==> config.mk <==
export PLATFORM = sky130hd
export DESIGN_NAME = el2_lsu_dccm_ctl
export DESIGN_NICKNAME = d
export VERILOG_FILES = /design/src/rtl/el2_lsu_dccm_ctl.sv
export SDC_FILE = /design/constraint.sdc
export NUM_CORES = 1
export LEC_CHECK = 0
export BUFFER_PORTS_ARGS = -buffer_cell sky130_fd_sc_hd__buf_4
export CAP_MARGIN = 20
export CORE_AREA = 4 4 167 169
export CTS_BUF_LIST = sky130_fd_sc_hd__clkbuf_8
export DETAILED_ROUTE_END_ITERATION = 7
export DIE_AREA = 0 0 171 173
export PLACE_DENSITY_LB_ADDON = 0.12
export SYNTH_ARGS = -nofsm -noshare
export SYNTH_HDL_FRONTEND = slang
export SYNTH_SLANG_ARGS = --single-unit
==> constraint.sdc <==
create_clock -name clk -period 1.9 [get_ports clk]
set_clock_uncertainty 0.1 [all_clocks]
set_input_delay 0.38 -clock clk [delete_from_list [all_inputs] [get_ports clk]]
set_output_delay 0.38 -clock clk [all_outputs]
set_load 0.03 [all_outputs]
==> src/rtl/el2_lsu_dccm_ctl.sv <==
// DCCM front-end: zero-fills the array after reset, then arbitrates LSU and DMA
// onto the single-ported memory, with a starvation bound that favours a waiting DMA.
module el2_lsu_dccm_ctl #(
   parameter int DCCM_BITS        = 16,
   parameter int DCCM_FDATA_WIDTH = 39,
   parameter int STARVE_MAX       = 7,
   parameter logic [DCCM_FDATA_WIDTH-1:0] INIT_DATA = '0
) (
   input  logic                        clk,
   input  logic                        rst,
   input  logic                        lsu_rden,
   input  logic                        lsu_wren,
   input  logic [DCCM_BITS-1:0]        lsu_rd_addr_lo,
   input  logic [DCCM_BITS-1:0]        lsu_rd_addr_hi,
   input  logic [DCCM_BITS-1:0]        lsu_wr_addr_lo,
   input  logic [DCCM_BITS-1:0]        lsu_wr_addr_hi,
   input  logic [DCCM_FDATA_WIDTH-1:0] lsu_wr_data_lo,
   input  logic [DCCM_FDATA_WIDTH-1:0] lsu_wr_data_hi,
   output logic                        lsu_stall,
   input  logic                        dma_req_valid,
   input  logic                        dma_req_write,
   input  logic [DCCM_BITS-1:0]        dma_req_addr,
   input  logic [DCCM_FDATA_WIDTH-1:0] dma_req_wdata,
   output logic                        dma_req_ready,
   output logic                        dma_rsp_valid,
   output logic [DCCM_FDATA_WIDTH-1:0] dma_rsp_rdata,
   output logic                        dccm_wren,
   output logic                        dccm_rden,
   output logic [DCCM_BITS-1:0]        dccm_wr_addr_lo,
   output logic [DCCM_BITS-1:0]        dccm_wr_addr_hi,
   output logic [DCCM_BITS-1:0]        dccm_rd_addr_lo,
   output logic [DCCM_BITS-1:0]        dccm_rd_addr_hi,
   output logic [DCCM_FDATA_WIDTH-1:0] dccm_wr_data_lo,
   output logic [DCCM_FDATA_WIDTH-1:0] dccm_wr_data_hi,
   input  logic [DCCM_FDATA_WIDTH-1:0] dccm_rd_data_lo,
   output logic                        init_done
);

   typedef enum logic {INIT, RUN} state_t;

   localparam logic [DCCM_BITS-1:0] INIT_LAST = {{(DCCM_BITS-2){1'b1}}, 2'b00};
   localparam logic [7:0]           STARVE_LIM = 8'(STARVE_MAX);

   state_t               state, state_nxt;
   logic [DCCM_BITS-1:0] init_addr;
   logic [7:0]           starve_cnt;
   logic                 lsu_act, starve_hit, dma_grant;
   logic                 rsp_vld_p1;

   assign lsu_act    = lsu_rden | lsu_wren;
   assign starve_hit = (starve_cnt == STARVE_LIM);

   always_comb begin
      state_nxt       = state;
      lsu_stall       = 1'b0;
      dma_grant       = 1'b0;
      dccm_wren       = lsu_wren;
      dccm_rden       = lsu_rden;
      dccm_wr_addr_lo = lsu_wr_addr_lo;
      dccm_wr_addr_hi = lsu_wr_addr_hi;
      dccm_rd_addr_lo = lsu_rd_addr_lo;
      dccm_rd_addr_hi = lsu_rd_addr_hi;
      dccm_wr_data_lo = lsu_wr_data_lo;
      dccm_wr_data_hi = lsu_wr_data_hi;
      case (state)
         INIT: begin
            dccm_wren       = 1'b1;
            dccm_rden       = 1'b0;
            dccm_wr_addr_lo = init_addr;
            dccm_wr_addr_hi = init_addr;
            dccm_wr_data_lo = INIT_DATA;
            dccm_wr_data_hi = INIT_DATA;
            lsu_stall       = 1'b1;
            if (init_addr == INIT_LAST) state_nxt = RUN;
         end
         RUN: begin
            dma_grant = dma_req_valid & (~lsu_act | starve_hit);
            lsu_stall = lsu_act & dma_req_valid & starve_hit;
            // A granted DMA word owns both banks; the LSU retries its request.
            if (dma_grant) begin
               dccm_wren       = dma_req_write;
               dccm_rden       = ~dma_req_write;
               dccm_wr_addr_lo = dma_req_addr;
               dccm_wr_addr_hi = dma_req_addr;
               dccm_rd_addr_lo = dma_req_addr;
               dccm_rd_addr_hi = dma_req_addr;
               dccm_wr_data_lo = dma_req_wdata;
               dccm_wr_data_hi = dma_req_wdata;
            end
         end
         default: state_nxt = INIT;
      endcase
   end

   assign dma_req_ready = dma_grant;

   always_ff @(posedge clk) begin
      if (rst) begin
         state      <= INIT;
         init_addr  <= '0;
         starve_cnt <= '0;
         rsp_vld_p1 <= 1'b0;
         init_done  <= 1'b0;
      end else begin
         state      <= state_nxt;
         init_done  <= (state_nxt == RUN);
         rsp_vld_p1 <= dma_grant & ~dma_req_write;
         if (state == INIT) init_addr <= init_addr + DCCM_BITS'(4);
         if (!dma_req_valid || dma_grant)
            starve_cnt <= '0;
         else if (state == RUN && !starve_hit)
            starve_cnt <= starve_cnt + 8'd1;
      end
   end

   // ---- response stage p1: memory read data arrives the cycle after rden ----
   assign dma_rsp_valid = rsp_vld_p1;
   assign dma_rsp_rdata = rsp_vld_p1 ? dccm_rd_data_lo : '0;

endmodule

==> flow_metrics.tcl <==
set metrics [dict create \
    slew_headroom_pct 76.82 \
    ys_ff_latch 24 \
    power.internal_w 0.001388 \
    synth_compound_area_share_pct 35.97 \
    h-tree-depth 1 \
    worstSkewPairLatency_ps 270 \
    power-per-cell-area_mw_per_mm2 199.0 \
    fin_area_mm2 0.01116 \
    wirelength_um 27220 \
    hold_class "input port to flip-flop" \
    synth_mux_area_share_pct 1.610 \
    synthFlopType "dfxtp_1" \
    pwr-share-clk_pct 14.2 \
    synthArstFlopShare_pct 0 \
    first_pass_iters 4 \
    fin_ws_ps -726.3 \
    syn_area_mm2 0.003420 \
    syn_inst 547 \
    clk_pin_slew_worst_paths_ps 90 \
    grt_pass1_vias 5816 \
    finalCritPeriodShare_pct 138.2 \
    multi_input_area_mm2 0.005165 \
    cts.sinks 24 \
    utilization_pct 42.00 \
    via_per_inst 4.194 \
    cp_common_cell "buf_6" \
    power_frac_comb_pct 62.7 \
    dp.cells 1332 \
    path_depth 11 \
    drv_slew 0 \
    die_y_um 173 \
    regArea_um2 488.0 \
    fin_nets 1272 \
    synthToLayoutAreaGrowth_pct 226.4 \
    ios 429 \
    hold_ws_ps 236.6 \
    required_ps 1420 \
    path_class "flip-flop to output port" \
    crit_family "buffers and inverters" \
    hold_depth 2 \
    worst_pin_slew_ps 346.4 \
    place.gp.congestion 0.7991 \
    synth.most_common_cell "nand2_1" \
    ys_types 42 \
    synth_edf_count 0 \
    initial_utilization_pct 12.87 \
    synth-xor-area-share_pct 4.098 \
    max_stage_delay_ps 340 \
    synth_largest_area_cell "a21boi_0" \
    synth-simple-area-share_pct 36.63 \
    core-area_mm2 0.02658 \
    drcViolationCount 0 \
    synth.avg_cell_area_um2 6.251 \
    fin_total_pwr_w 0.002221 \
    fp.dieW_um 171 \
    max_cap_viol_count 0 \
    grt.overflow.total 0 \
    vias 5737 \
    tritoncts "yes" \
    yosysTopAreaCellShare_pct 21.30 \
    critPathBufInv 6 \
    drive_gt1_share_pct 78.97 \
    cp-start-kind "flip-flop" \
    ys_top_cells_by_count "175 x nand2_1, 97 x a21boi_0, 39 x and2_1, 35 x nor2_1, 34 x a21oi_1" \
    cts_buffers 3 \
    groute.usage.overall_pct 15.71 \
    syn_nets 791 \
    end_kind "output port" \
    antenna_found_initial 0 \
    path_cells "ha_4 -> nor4b_4 -> buf_4 -> a21oi_4 -> buf_12 -> clkbuf_16 -> buf_6 -> buf_8 -> nand2_4 -> a21boi_4 -> buf_6" \
    clk_path_buf_depth 2 \
    swShare_pct 37.48 \
    stdcell_count 1368 \
    worstPathMaxFanout 5 \
    pwr-share-seq_pct 23.1 \
    grt_max_degree 41 \
    fmax_mhz 380.8 \
    cp.arrival_ps 2150 \
    run_status "finished with violations" \
    ys_top_cells_by_area "a21boi_0 21%, nand2_1 19%, dfxtp_1 14%" \
    seq_area_frac_synth_pct 14.05 \
    violations "negative setup slack" \
    synth_fa_ha_area_share_pct 0.7318 \
    synth_top_family_by_area "simple AND/OR/NAND/NOR gates" \
    cp_slowest_cell "dfxtp_2" \
    rsz0062_at_grt "yes" \
    dieArea_mm2 0.02958 \
    wl_per_cell_um 19.90 \
    setup_viol 146 \
    first_iter_violations 177 \
    p_leak_nw 4.735 \
    cts_root_buffer "clkbuf_8" \
    dp_hpwl_um 20910 \
    rows 60 \
    final_hold_viol_count 0 \
    drtAntennaViolNets 0 \
    switchingPower_w 0.0008322 \
    grt_first_pass_wirelength_um 36350 \
    placed_area_mm2 0.009087 \
    port_buffers 428 \
    ff2ff_path_depth 7 \
    yosys_warnings 0 \
    period_needed_ps 2626 \
    ir_drop_v 0.0002122 \
    fill_cells 2664 \
    antennaDiodeCount 0 \
]
==> per-stage QoR <==
step	setup slack, ps	setup TNS, ps
2_1_floorplan	-317.3	-23730
3_3_place_gp	-423.9	-51140
3_5_place_dp	-465.9	-51540
4_1_cts	-750.8	-97050
5_1_grt	-820.1	-106970
6_report	-726.3	-94110
==> power by group through the flow <==
stage	clock network (W)	logic (W)	registers, W
floorplan	0	0.000476	0.000525
global placement	0	0.00104	0.000525
detailed placement	0	0.00105	0.000525
CTS	0.000330	0.00115	0.000513
global route	0.000348	0.00147	0.000515
finish	0.000316	0.00139	0.000513
==> worst reg2reg max path, stage by stage (launching register included) <==
cell	delay, ps
dfxtp_2	360
ha_4	150
or4b_4	480
buf_4	160
or2_4	270
buf_6	130
nand3_1	70
a21oi_1	60
==> logic make-up after synthesis <==
| logic type | Yosys count |
|---|---|
| and+or+nand+nor | 281 |
| DFF | 24 |
| muxes | 5 |
| buffers and inverters | 49 |
| adders and majority gates | 2 |
| AOI/OAI and AO/OA | 170 |
| xor gates and xnor gates | 16 |
==> cells in the final DEF, fill, tap and decap left out, drive strengths merged, types with 6 or more instances in the layout <==
cell     Yosys  layout
xor2         6       6
buf         19     508
clkbuf      26      16
a21boi      97      97
xnor2       10      10
and2        39      39
dfxtp       24      24
nor2        35      35
o2bb2ai     28      28
nand2      176     176
nand3        6       6
a21oi       34      34
==> timing repair <==
| action | 4_1_cts | 5_1_grt |
|---|---|---|
| hold buffers | 0 | 0 |
| pin swaps | 5 | 124 |
| cloned | 4 | 15 |
| gates resized for setup | 113 | 267 |
| endpoints found under the setup margin | 147 | 151 |
| setup buffers | 8 | 16 |
==> registers in the layout, indices dropped and copies added, names as in the netlist <==
name	cells
state	1
dma_rsp_valid	1
starve_cnt	8
init_addr	14
==> final timing paths <==
check | end | slack [ps] | startpoint
setup / recovery | dccm_wr_data_hi[16] | -730 | starve_cnt[1]
hold / removal | dma_rsp_valid | 240 | dma_req_write
setup reg to reg | starve_cnt[1] | 30 | starve_cnt[1]
hold reg to reg | init_addr[7] | 420 | init_addr[7]
==> final cells by class <==
class                      instances  area share [%]
multi-input combinational        474           46.28
timing repair buffer             521           44.92
sequential                        24           4.372
tap                              341           3.823
clock buffer                       3          0.3700
inverter                           4          0.2018
clock inverter                     1         0.03363
==> routing by layer <==
metal  wire length (µm)  up-vias  global-route usage [%]
met5                  0        -                       0
met4                163        0                   1.420
met2              14420      257                   29.25
li1                   -     2830                       -
met3               2238       14                   4.412
met1              10390     2636                   18.40
Note: power is estimated with default switching activity, not from simulation.
